<file path="src/rtl/axi_rd_arbiter.sv">
// Round-robin arbiter sharing one AXI4 read path (AR + R) among four masters.
// One burst is outstanding at a time. The grant is tagged downstream as a
// one-hot ARID: master 0 = 4'b1000 ... master 3 = 4'b0001.
module axi_rd_arbiter #(
    parameter int ADDR_W = 32,
    parameter int DATA_W = 32
) (
    input  logic                aclk,
    input  logic                aresetn,
    input  logic [3:0]          m_arvalid,
    input  logic [4*ADDR_W-1:0] m_araddr,
    input  logic [4*8-1:0]      m_arlen,
    input  logic [4*3-1:0]      m_arsize,
    input  logic [4*2-1:0]      m_arburst,
    output logic [3:0]          m_arready,
    output logic [DATA_W-1:0]   m_rdata,
    output logic [1:0]          m_rresp,
    output logic                m_rlast,
    output logic [3:0]          m_rvalid,
    input  logic [3:0]          m_rready,
    output logic [3:0]          s_arid,
    output logic [ADDR_W-1:0]   s_araddr,
    output logic [7:0]          s_arlen,
    output logic [2:0]          s_arsize,
    output logic [1:0]          s_arburst,
    output logic                s_arvalid,
    input  logic                s_arready,
    input  logic [DATA_W-1:0]   s_rdata,
    input  logic [1:0]          s_rresp,
    input  logic                s_rlast,
    input  logic                s_rvalid,
    output logic                s_rready,
    output logic                busy,
    output logic [3:0]          grant
);

    typedef enum logic [1:0] {
        IDLE = 2'd0,
        ADDR = 2'd1,
        DATA = 2'd2
    } state_t;

    state_t     state;
    state_t     state_nxt;
    logic [3:0] grant_nxt;
    logic [1:0] ptr;
    logic [1:0] ptr_nxt;
    logic [1:0] gidx;
    logic [1:0] cand;
    logic [1:0] pick_idx;
    logic       pick_vld;

    // Granted master index recovered from the one-hot grant (bit 3 = master 0).
    assign gidx = {grant[1] | grant[0], grant[2] | grant[0]};

    assign busy = (state != IDLE);

    // Round-robin pick: first requester scanning ptr, ptr+1, ... mod 4.
    // Scanning from the far end lets the nearest requester win last.
    always_comb begin
        pick_vld = 1'b0;
        pick_idx = ptr;
        cand     = ptr;
        for (int k = 3; k >= 0; k--) begin
            cand = ptr + 2'(k);
            if (m_arvalid[cand]) begin
                pick_vld = 1'b1;
                pick_idx = cand;
            end
        end
    end

    // State, grant and priority pointer registers.
    always_ff @(posedge aclk or negedge aresetn) begin
        if (!aresetn) begin
            state <= IDLE;
            grant <= 4'b0000;
            ptr   <= 2'd0;
        end else begin
            state <= state_nxt;
            grant <= grant_nxt;
            ptr   <= ptr_nxt;
        end
    end

    // Next-state logic: grant in IDLE, AR handshake in ADDR, last beat in DATA.
    always_comb begin
        state_nxt = state;
        grant_nxt = grant;
        ptr_nxt   = ptr;
        case (state)
            IDLE: begin
                if (pick_vld) begin
                    grant_nxt = 4'b1000 >> pick_idx;
                    state_nxt = ADDR;
                end
            end
            ADDR: begin
                if (s_arvalid && s_arready) begin
                    state_nxt = DATA;
                end
            end
            DATA: begin
                if (s_rvalid && s_rready && s_rlast) begin
                    ptr_nxt   = gidx + 2'd1;
                    grant_nxt = 4'b0000;
                    state_nxt = IDLE;
                end
            end
            default: begin
                grant_nxt = 4'b0000;
                state_nxt = IDLE;
            end
        endcase
    end

    // Channel routing: AR fields only in ADDR, R path only in DATA, zeros otherwise.
    always_comb begin
        m_arready = 4'b0000;
        m_rdata   = '0;
        m_rresp   = 2'b00;
        m_rlast   = 1'b0;
        m_rvalid  = 4'b0000;
        s_arid    = 4'b0000;
        s_araddr  = '0;
        s_arlen   = 8'd0;
        s_arsize  = 3'd0;
        s_arburst = 2'd0;
        s_arvalid = 1'b0;
        s_rready  = 1'b0;
        case (state)
            ADDR: begin
                s_arid          = grant;
                s_araddr        = m_araddr[int'(gidx)*ADDR_W +: ADDR_W];
                s_arlen         = m_arlen[int'(gidx)*8 +: 8];
                s_arsize        = m_arsize[int'(gidx)*3 +: 3];
                s_arburst       = m_arburst[int'(gidx)*2 +: 2];
                s_arvalid       = m_arvalid[gidx];
                m_arready[gidx] = s_arready;
            end
            DATA: begin
                m_rdata        = s_rdata;
                m_rresp        = s_rresp;
                m_rlast        = s_rlast;
                m_rvalid[gidx] = s_rvalid;
                s_rready       = m_rready[gidx];
            end
            default: begin
            end
        endcase
    end

endmodule
</file>
<file path="config.mk">
export PLATFORM = sky130hd
export DESIGN_NAME = axi_rd_arbiter
export DESIGN_NICKNAME = d
export VERILOG_FILES = /design/src/rtl/axi_rd_arbiter.sv
export SDC_FILE = /design/constraint.sdc
export NUM_CORES = 1
export LEC_CHECK = 0
export BUFFER_PORTS_ARGS = -buffer_cell sky130_fd_sc_hd__buf_2
export CAP_MARGIN = 20
export CORE_AREA = 2 2 127 129
export CTS_BUF_LIST = sky130_fd_sc_hd__clkbuf_8
export DETAILED_ROUTE_END_ITERATION = 10
export DIE_AREA = 0 0 129 131
export GPL_TIMING_DRIVEN = 0
export PLACE_DENSITY = 0.45
export SYNTH_ARGS = -nofsm -noshare
export SYNTH_HDL_FRONTEND = slang
export SYNTH_SLANG_ARGS = --single-unit
export TNS_END_PERCENT = 5
</file>
<file path="constraint.sdc">
create_clock -name aclk -period 1.9 [get_ports aclk]
set_input_delay 0.285 -clock aclk [delete_from_list [all_inputs] [get_ports aclk]]
set_output_delay 0.285 -clock aclk [all_outputs]
set_load 0.1 [all_outputs]
</file>
Yosys cells after proc, flatten, opt, wreduce, memory -nomap -nowiden. Index checks and enable logic that the tools add are counted.

$add $sub $neg: 4. Multipliers: 1. Magnitude comparators: 6. Eq/ne operators: 5. Shifts and indexed selects: 5. Mux-type cells: 41. Bitwise logic cells: 5. Reductions and logical operators: 9.

Operators by type and width (number): $shiftx 128x8->32 (1); $mux 32 (2); $shiftx 32x6->8 (1); $mux 4 (5); $mux 2 (9); $lt 2x3->1 const B (5); $mux 1 (14); $bmux 1 s2 (6); $pmux 4 s3 (1); $shiftx 12x5->3 (1); $and 4x4->4 (2); $mux 8 (1); $shiftx 8x4->2 (1); $ne 2x2->1 const B (3); $pmux 2 s3 (1); $reduce_and 3->1 (2); $add 2x1->2 const B (2); $add 2x2->2 const B (2); $logic_and 1x1->1 (4); $mul 2x2->4 const B (1); $shr 4x2->4 const A (1); $mux 3 (1); $demux 1 s2 (1); $eq 2x1->1 const B (1); 7 further kinds (8).

Register bits: 8. Input bits: 227. Output and inout bits: 99. Logic and storage cells: 79.

Longest topological paths before layout.
Depth in word-level cells: 10. Mapped depth: 6. Depth with buffers taken out: 4.

Worst setup path after synthesis. Ideal clock, no wire load.

Path kind: reg-to-output. From: reg grant[2]. To: out s_arlen[0]. Arrival: 4139 ps. Required time: 1615 ps. Slack: -2524 ps. Stages on the path, launching flop included: 7. Path buffers: 4. Path through: dfrtp_1 > buf_4 > buf_4 > clkbuf_2 > buf_4 > a211oi_1 > a311oi_1.

Word-level cells in the longest chain between the ends: 3.

RTL lines: from (decl) (RTL line 34) `output logic [3:0] grant`; from (signal assigned) (RTL line 81) `grant <= grant_nxt;`; $or 1x1->1 (RTL line 54) `assign gidx = {grant[1] | grant[0], grant[2] | grant[0]};`; $shiftx 32x6->8 (RTL line 135) `s_arlen = m_arlen[int'(gidx)*8 +: 8];`; $mux 8 (RTL line 131) `case (state)`; to (decl) (RTL line 23) `output logic [7:0] s_arlen,`.

Every way passes these cells.

Worst setup path in the final report.
From: reg grant[0]. To: out m_arready[0].

Word-level cells in the longest chain between the ends: 7. Elaborated cells between the ends (all ways): 9. Those cells by class: order compare: 2; mux: 3; bitwise: 3; reduce/logical: 1.

RTL lines: $or 1x1->1 (RTL line 54); $lt 2x3->1 (not written as such) or $ge 2x1->1 (tied branches) (RTL line 139) `m_arready[gidx] = s_arready;`; $logic_and 1x1->1 (not written as such) (RTL line 139); $mux 1 (not written as such) (RTL line 139); $demux 1 s2 (*) (RTL line 139); $and 4x4->4 (no line) (*); $mux 4 (*) (RTL line 131); to (decl) (RTL line 15) `output logic [3:0] m_arready,`.

Mark *: on every way between the ends. The rest lies on a longest branch, timed or not.

==> impl_metrics.py <==
metrics = {
    "drt": {
        "routed_wl_um": 17810,
        "via_per_inst": 4.697,
        "first_pass_iters": 4,
        "dr_total_vias": 4420,
        "drc": 0,
        "wl_per_cell_um": 18.93,
        "first_iter_violations": 78,
        "drtAntennaViolNets": 0,
    },
    "timing": {
        "max_freq_mhz": 449.9,
        "hold_viol": 0,
        "tns_ns": -14.54,
        "worst_pin_slew_ns": 0.4779,
        "fin_crit_sh_pct": 117.0,
        "fin_skew_ns": 0.008459,
        "slew_headroom_pct": 67.31,
        "layout_setup_ws_ns": -0.3226,
        "finalMaxSlewViolations": 0,
        "rsz0062_at_grt": "yes",
        "min_period_ns": 2.223,
        "finalSetupViolCount": 55,
    },
    "cells_and_area": {
        "synthToLayoutAreaGrowth_pct": 198.1,
        "fin_nets": 956,
        "fin_util_pct": 48.18,
        "final_common_cell": "buf_2",
        "stdcell_count": 941,
        "layout-drive-gt1-share_pct": 74.45,
        "layout_common_cells": "238 x buf_2, 83 x nand2_1, 68 x buf_12",
        "nFillCells": 1505,
    },
    "synthesis": {
        "yosysWarningCount": 0,
        "synthCells": 382,
        "synth_enable_flop_cells": 0,
        "synth_seq_area_share_pct": 7.940,
        "synth.distinct_cells": 41,
        "synth_area_um2": 2521,
        "synth-main-ff-cell": "dfrtp_1",
        "ys_seq_elements": 8,
        "syn_avg_cell_area_um2": 6.600,
        "syn-num-nets": 613,
        "async_flop_share_pct": 100.0,
    },
    "status": {
        "violations": "negative setup slack",
        "status": "finished, violations left",
    },
    "floorplan": {
        "io_pins": 326,
        "fp-row-count": 46,
        "core_area_um2": 15600,
        "die_h_um": 131,
        "fp.dieW_um": 129,
        "dieArea_um2": 16900,
        "initial_utilization_pct": 16.16,
    },
    "setup_path": {
        "worst_ep_required_time_ns": 1.62,
        "critPathKind": "reg -> out",
        "crit_arrival_ns": 1.94,
        "crit_path_start_kind": "flip-flop",
        "worstSetupEndpointType": "output pin",
        "crit_path_max_fanout": 10,
    },
    "clocking": {
        "clock-sinks": 8,
        "clkTransAtPathRegs_ns": 0.05,
        "cts-root-buf": "clkbuf_8",
        "htree_num_levels": 1,
        "cts_buffer_depth": 2,
        "worstSkewPairLatency_ns": 0.23,
        "numCtsBuffers": 3,
        "cts_tree": "built",
    },
    "global_route": {
        "gr-usage-all-layers_pct": 19.76,
        "grt_pass1_vias": 4725,
        "grt_max_degree": 12,
        "antenna_found_initial": 1,
        "grt-ovfl-total": 0,
        "grt_first_pass_wirelength_um": 25800,
    },
    "placement": {
        "gp_congestion": 0.8246,
        "hpwl_um": 14370,
        "port_buffers": 324,
        "placedCellCount": 922,
    },
    "flow_run": {
        "max_cap_violations": 0,
    },
    "min_path": {
        "hp-class": "in -> reg",
    },
}
sequential cells by signal, summed over array words and instances (netlist names):
register	cells
grant	4
ptr	2
state	2
metal layers:
layer  global-route usage, %  share of wire [%]  vias to the layer above  routed length (µm)
met2                   41.08                 57                      218               10090
met1                   19.93                 33                     2113                5919
met3                   4.357                8.2                       20                1460
met4                   4.028                1.9                        0                 340
met5                       0                  0                        -                   0
li1                        -                  -                     2069                   -
kinds of logic (layout without fill, tap and decap cells):
kind of cell,Yosys count,in the layout,share of synthesized area (%)
buf+inv,48,390,9.032
flops,8,8,7.940
other cells,0,1,0
simple gates,206,206,42.53
compound gates,112,112,36.77
mux,4,4,1.737
fa+ha+maj,4,4,1.985
worst paths after layout:
kind,cells after the start,startpoint,slack (ns),end
min in group asynchronous,2,aresetn,0.42,grant[3]
setup / recovery,7,grant[0],-0.32,m_arready[0]
setup reg to reg,5,grant[2],0.07,grant[2]
max in group asynchronous,2,aresetn,1.28,grant[2]
hold / removal,3,s_arready,0.39,state[1]
hold reg to reg,1,ptr[1],0.60,ptr[1]
area by class of cell:
cell class                 instances  area [µm²]  share of cell area (%)
antenna                            1       2.502                 0.03330
buffer                            39       486.7                   6.477
clock buffer                       3       41.29                  0.5495
clock inverter                     1       3.754                 0.04995
inverter                           7       31.28                  0.4163
multi-input combinational        326        3508                   46.69
sequential                         8       211.5                   2.814
tap                              216       270.3                   3.596
timing repair buffer             340        2959                   39.38
cell usage after synthesis (2+ instances only):
cell,count,area [µm²]
and3_1,8,50.05
inv_2,2,7.510
a21oi_1,3,15.01
mux2_2,3,33.78
buf_2,19,95.09
a311oi_1,45,394.1
nand2_1,92,345.3
buf_4,6,45.04
o32ai_1,4,35.03
ha_1,4,50.05
and2_1,35,219.0
nor2b_1,49,306.5
dfrtp_1,8,200.2
inv_1,5,18.77
nor2_1,10,37.54
o21ai_0,4,20.02
clkbuf_1,15,56.30
nor3b_1,3,22.52
a211oi_1,45,337.8
what timing repair did:
item | 4_1_cts | 5_1_grt
pin swaps | 11 | 12
hold buffers | 1 | 0
resized for setup | 366 | 108
hold endpoints to repair | 8 | 0
cloned | 1 | 1
buffers inserted | 13 | 0
setup endpoints to repair | 95 | 97
per-stage QoR:
step / setup slack (ns) / cell area [µm²] / hold slack [ns]
3_5_place_dp: -0.5953 / 5435 / 0.1434
3_3_place_gp: -0.5996 / 5435 / 0.1419
5_1_grt: -0.3647 / 7512 / 0.4219
4_1_cts: -0.3432 / 7078 / 0.3862
2_1_floorplan: -0.5896 / 3543 / -0.01059
6_report: -0.3226 / 7515 / 0.3902
critical path, stage by stage (launching register included):
cell and delay [ns]:
dfrtp_4 0.51, or2_4 0.27, buf_12 0.16, buf_12 0.15
inv_2 0.06, ha_2 0.18, and3_4 0.20, buf_12 0.17
Power is left out: the tool's default activity adds up to more than one toggle a clock period on the data nets, which glitch-free logic cannot reach.
